[src/rtl/pwm_capture.sv]
// pwm_capture: measures the high time and rise-to-rise period of a PWM input
// in 1 us units. The results use the same format as the motor PWM generator's
// time_work/period inputs. The FSM state is available internally as `state`.
//
// Optional feature: define PWM_CAPTURE_FILTER_EN to add a glitch filter. The
// filtered level changes only after FILTER_LEN consecutive synchronized
// samples that disagree with the current level.
//
// Handshake: valid is a single-cycle strobe with no back-pressure. time_work
// and period change only on the cycle valid is high, or when the signal is
// declared lost, and they hold their values otherwise.

module pwm_capture #(
   parameter int CLK_DIV    = 50,
   parameter int TIMEOUT_US = 100000,
   parameter int FILTER_LEN = 4
) (
   input  logic        clk,
   input  logic        reset,
   input  logic        pwm_in,
   output logic [23:0] time_work,
   output logic [23:0] period,
   output logic        valid,
   output logic        signal_lost
);

   localparam int          PW      = $clog2(CLK_DIV);
   localparam logic [23:0] CNT_MAX = 24'hFFFFFF;
   localparam logic [23:0] TO_VAL  = 24'(TIMEOUT_US);

   typedef enum logic [1:0] {
      ST_IDLE = 2'd0,
      ST_HIGH = 2'd1,
      ST_LOW  = 2'd2
   } state_t;

   state_t        state;
   logic          sync_q1;
   logic          sync_q2;
   logic          lvl;
   logic          lvl_d;
   logic          rise;
   logic          fall;
   logic [PW-1:0] presc;
   logic          tick;
   logic [23:0]   hi_cnt;
   logic [23:0]   per_cnt;
   logic [23:0]   idle_cnt;
   logic [23:0]   hi_next;
   logic [23:0]   per_next;
   logic          timeout;

   // Two-stage synchronizer for the asynchronous input.
   always_ff @(posedge clk) begin
      if (reset) begin
         sync_q1 <= 1'b0;
         sync_q2 <= 1'b0;
      end else begin
         sync_q1 <= pwm_in;
         sync_q2 <= sync_q1;
      end
   end

`ifdef PWM_CAPTURE_FILTER_EN
   localparam int FW = $clog2(FILTER_LEN + 1);

   logic          lvl_f;
   logic [FW-1:0] flt_cnt;

   // Glitch filter: a run of FILTER_LEN disagreeing samples flips the level.
   // Any sample that agrees with the current level restarts the run.
   always_ff @(posedge clk) begin
      if (reset) begin
         lvl_f   <= 1'b0;
         flt_cnt <= '0;
      end else if (sync_q2 != lvl_f) begin
         if (flt_cnt == FW'(FILTER_LEN - 1)) begin
            lvl_f   <= sync_q2;
            flt_cnt <= '0;
         end else begin
            flt_cnt <= flt_cnt + FW'(1);
         end
      end else begin
         flt_cnt <= '0;
      end
   end

   assign lvl = lvl_f;
`else
   assign lvl = sync_q2;
`endif

   // Previous-level register for edge detection.
   always_ff @(posedge clk) begin
      if (reset) lvl_d <= 1'b0;
      else       lvl_d <= lvl;
   end

   assign rise = lvl & ~lvl_d;
   assign fall = ~lvl & lvl_d;
   assign tick = (presc == PW'(CLK_DIV - 1));

   // 1 us prescaler. It is realigned on every rising edge, so each
   // measurement window starts at a tick boundary.
   always_ff @(posedge clk) begin
      if (reset)     presc <= '0;
      else if (rise) presc <= '0;
      else if (tick) presc <= '0;
      else           presc <= presc + PW'(1);
   end

   // Saturating next-values. The period latch uses per_next so that a tick
   // landing on the edge cycle itself is counted.
   assign hi_next  = (tick && hi_cnt  != CNT_MAX) ? hi_cnt  + 24'd1 : hi_cnt;
   assign per_next = (tick && per_cnt != CNT_MAX) ? per_cnt + 24'd1 : per_cnt;

   // Inactivity counter. It stops at the limit, so it cannot wrap back below it.
   always_ff @(posedge clk) begin
      if (reset)                              idle_cnt <= '0;
      else if (rise || fall)                  idle_cnt <= '0;
      else if (tick && idle_cnt != TO_VAL)    idle_cnt <= idle_cnt + 24'd1;
   end

   // An edge in the same cycle as the timeout takes priority.
   assign timeout = (idle_cnt == TO_VAL) && !(rise || fall);

   // Measurement FSM with registered outputs.
   always_ff @(posedge clk) begin
      if (reset) begin
         state       <= ST_IDLE;
         hi_cnt      <= '0;
         per_cnt     <= '0;
         time_work   <= '0;
         period      <= '0;
         valid       <= 1'b0;
         signal_lost <= 1'b1;
      end else begin
         valid <= 1'b0;
         if (timeout) begin
            state       <= ST_IDLE;
            time_work   <= '0;
            period      <= '0;
            signal_lost <= 1'b1;
         end else begin
            case (state)
               ST_IDLE: begin
                  // The first rise opens a period. Nothing is reported yet.
                  if (rise) begin
                     state   <= ST_HIGH;
                     hi_cnt  <= '0;
                     per_cnt <= '0;
                  end
               end
               ST_HIGH: begin
                  hi_cnt  <= hi_next;
                  per_cnt <= per_next;
                  if (fall) state <= ST_LOW;
               end
               ST_LOW: begin
                  if (rise) begin
                     time_work   <= hi_cnt;
                     period      <= per_next;
                     valid       <= 1'b1;
                     signal_lost <= 1'b0;
                     hi_cnt      <= '0;
                     per_cnt     <= '0;
                     state       <= ST_HIGH;
                  end else begin
                     per_cnt <= per_next;
                  end
               end
               default: state <= ST_IDLE;
            endcase
         end
      end
   end

endmodule

[config.mk]
export PLATFORM = sky130hd
export DESIGN_NAME = pwm_capture
export DESIGN_NICKNAME = d
export VERILOG_FILES = /design/src/rtl/pwm_capture.sv
export SDC_FILE = /design/constraint.sdc
export NUM_CORES = 1
export LEC_CHECK = 0
export CORE_UTILIZATION = 45
export CTS_CLUSTER_DIAMETER = 50
export CTS_CLUSTER_SIZE = 16
export DETAILED_ROUTE_END_ITERATION = 8
export GPL_ROUTABILITY_DRIVEN = 0
export PLACE_DENSITY = 0.73
export SYNTH_ARGS = -nofsm -noshare
export SYNTH_HDL_FRONTEND = slang
export SYNTH_SLANG_ARGS = --single-unit
export TNS_END_PERCENT = 100
[constraint.sdc]
create_clock -name clk -period 3.1 [get_ports clk]
set_clock_uncertainty 0.2 [all_clocks]
set_input_delay 0.465 -clock clk [delete_from_list [all_inputs] [get_ports clk]]
set_output_delay 0.465 -clock clk [all_outputs]
set_load 0.02 [all_outputs]
==> reports/summary.txt <==
CP endpoint kind: register
Post-DP HPWL: 9.02 mm
CP Launch Type: register
FF-to-FF path depth: 6
worst hold-check path type: register to register
grt total ovfl: 0
Post-CTS Setup Bufs: 0
FF-to-FF Start: hi_cnt[0]
Pwr per Cell Area: 506 nW/um2
chip width: 121 um
top-count cell post-synth: dfxtp_1
synth warn: 0
Post-Syn Area: 6390 um2
crit path capture: hi_cnt[3]
critical path type: register to register
Total GRT Usage: 19.5%
Layout Utilization: 54.8%
storage element area: 2660 um2
row count: 43
WP buf/inv: 0
syn nets: 777
r2r endpoint: hi_cnt[3]
first drt pass iteration count: 5
I/O Buffers: 52
cts-stage hold buffer count: 0
TritonCTS clock tree: done
vias in the first global route: 4,833
max-cap violation count: 0
multi-input logic area: 3430 um2
critical path launch point: hi_cnt[0]
ys async rst share: 0%
routed wire length: 13.7 mm
Critical Path AT: 2680 ps
quantity of gates resized following cts: 0
clock sink count: 133
Initial Util: 46.0%
largest net degree at the start of global routing: 46
synth-to-layout area growth: 19.0%
fin crit period: 2550 ps
Clock transition at path regs: 50 ps
core area: 13,900 um2
DRC Markers: 0
setup violators final: 0
EDFF count, synth: 0
maximum clock frequency: 391 MHz
n_diodes: 0
number of fillers in the final layout: 1,274
initial antenna violation count: 0
slowest stage cell, crit path: nor4_2
I/O Pins: 53
Final Cell Area: 7600 um2
Syn Area/Cell: 8.38 um2
Max transition margin: 44.0%
status: finished clean
die height: 121 um
via count: 5,521
clk_lat worst skew: 420 ps
post-DR wirelength/cell: 13.8 um
hold depth: 2
Worst-Margin Slew: 835 ps
layout cell share with drive strength beyond 1: 8.88%
DP Area: 7010 um2
delay-heaviest family, CP: simple AND/OR/NAND/NOR gates
Top FF cell, synth: dfxtp_1
Syn Inst Count: 762
maximum root-to-sink buffer count: 2
Leak: 2.53 nW
top-area cell type share of the netlist area: 41.7%
post-synthesis register bit count: 133
RSZ-0062 raised after global routing: false
Crit. path cell count: 6
Distinct cells, synth: 65
Crit path largest cell delay: 550 ps
TritonCTS Buffers: 17
Max IR drop VDD: 316 uV
Seq/Total Area, Yosys: 41.7%
setup TNS: 0 ps
FF-to-FF setup slack: 550 ps
most common library cells after synthesis: 133 x dfxtp_1, 91 x a21oi_1, 82 x nand2_1
crit-path cells: ha_1 -> nand3_1 -> nor4_2 -> a211o_2 -> a21oi_1 -> o32ai_1
H-tree depth: 4
final hold slack: 239 ps
1st-iter DRT viols: 402
largest cells by area after synthesis: dfxtp_1 42%, a21oi_1 7.1%, nand2_1 4.8%, o21ai_0 4.5%, xnor2_1 3.7%
antenna-violating nets left: 0
Critical Path RT: 3230 ps
Final Cycle Share: 82.4%
Via density: 5.57
Final Slew Violations: 0
Crit Path Max Fanout: 24
final hold vios: 0
first-pass GRT wire length: 23.0 mm
die area: 14,700 um2
top cell type by total area after synthesis: dfxtp_1
fin nets: 813
root buffer cell: clkbuf_16
==> through the flow <==
| step | instances | setup slack, ps | total power, W |
|---|---|---|---|
| CTS | 991 | 566 | 0.00387 |
| detailed placement | 959 | 583 | 0.00187 |
| floorplan | 762 | 844 | 0.00184 |
| finish | 991 | 546 | 0.00385 |
| global placement | 959 | 610 | 0.00187 |
| global route | 991 | 340 | 0.00397 |
==> layout by cell type (no fill, tap or decap), types with 3 or more instances in the layout <==
master / count
clkbuf_16: 17
nand4_2: 3
and3_1: 12
clkinv_2: 4
a21oi_1: 91
dfxtp_1: 133
inv_1: 22
nor2b_1: 4
mux2i_1: 3
nor3_1: 12
or3_1: 12
xnor2_1: 27
bufinv_16: 3
a211oi_1: 6
o31ai_1: 8
nand2b_1: 7
and2_1: 5
and4_1: 10
clkbuf_1: 4
o21ai_0: 58
clkdlybuf4s50_1: 52
nand2_1: 82
o32ai_1: 4
nand3b_1: 6
nand4b_1: 4
ha_1: 12
a31oi_1: 18
nand4_1: 18
buf_4: 12
nor2_1: 54
xor2_1: 23
or2_2: 4
nor4_1: 9
nand3_1: 27
==> worst min path at each step <==
| stage | from | to |
|---|---|---|
| 2_1_floorplan | sync_q1 | lvl |
| 6_report | signal_lost | signal_lost |
| 3_5_place_dp | sync_q1 | lvl |
| 4_1_cts | signal_lost | signal_lost |
| 3_3_place_gp | signal_lost | signal_lost |
| 5_1_grt | sync_q1 | lvl |
==> registers in the layout, summed over array words and instances, names as in the netlist <==
name,count
hi_cnt,24
idle_cnt,24
per_cnt,24
period,24
time_work,24
presc,6
state,2
lvl,1
lvl_d,1
signal_lost,1
sync_q1,1
valid,1
==> per-layer routing <==
layer / global-route usage, % / routed length [um] / share of wire, %
met1: 26.3 / 6830 / 50
met2: 30.4 / 6160 / 45
met3: 4.93 / 496 / 3.6
met4: 5.86 / 234 / 1.7
met5: 0 / 0 / 0
==> kinds of logic (layout without fill, tap and decap cells) <==
kind of cell / after synthesis / count (layout) / synth area share (%)
and+or+nand+nor: 291 / 291 / 25.0
buffers and inverters: 69 / 118 / 4.66
DFF: 133 / 133 / 41.7
AOI/OAI and AO/OA: 204 / 204 / 19.0
adders and majority gates: 12 / 12 / 2.35
xor gates and xnor gates: 50 / 50 / 6.85
muxes: 3 / 3 / 0.470
==> tightest hold or removal path, delay by kind of cell (launching register included) <==
kind	cells	cell delay, ps
flops	1	300
simple gates	2	90
==> layout make-up <==
type / instances / area share, %
Multi-Input combinational cell: 560 / 45.1
Sequential cell: 133 / 35.0
Timing Repair Buffer: 64 / 8.03
Clock buffer: 23 / 6.15
Tap cell: 180 / 2.96
Clock inverter: 9 / 1.66
Inverter: 22 / 1.09
==> power breakdown <==
group	leakage (nW)	internal [W]	switching, W
Combinational	1.17	0.0000327	0.0000782
Sequential	1.07	0.00172	0.00000583
Clock	0.291	0.00130	0.000714
No activity file was read; power rests on OpenSTA's default activity.
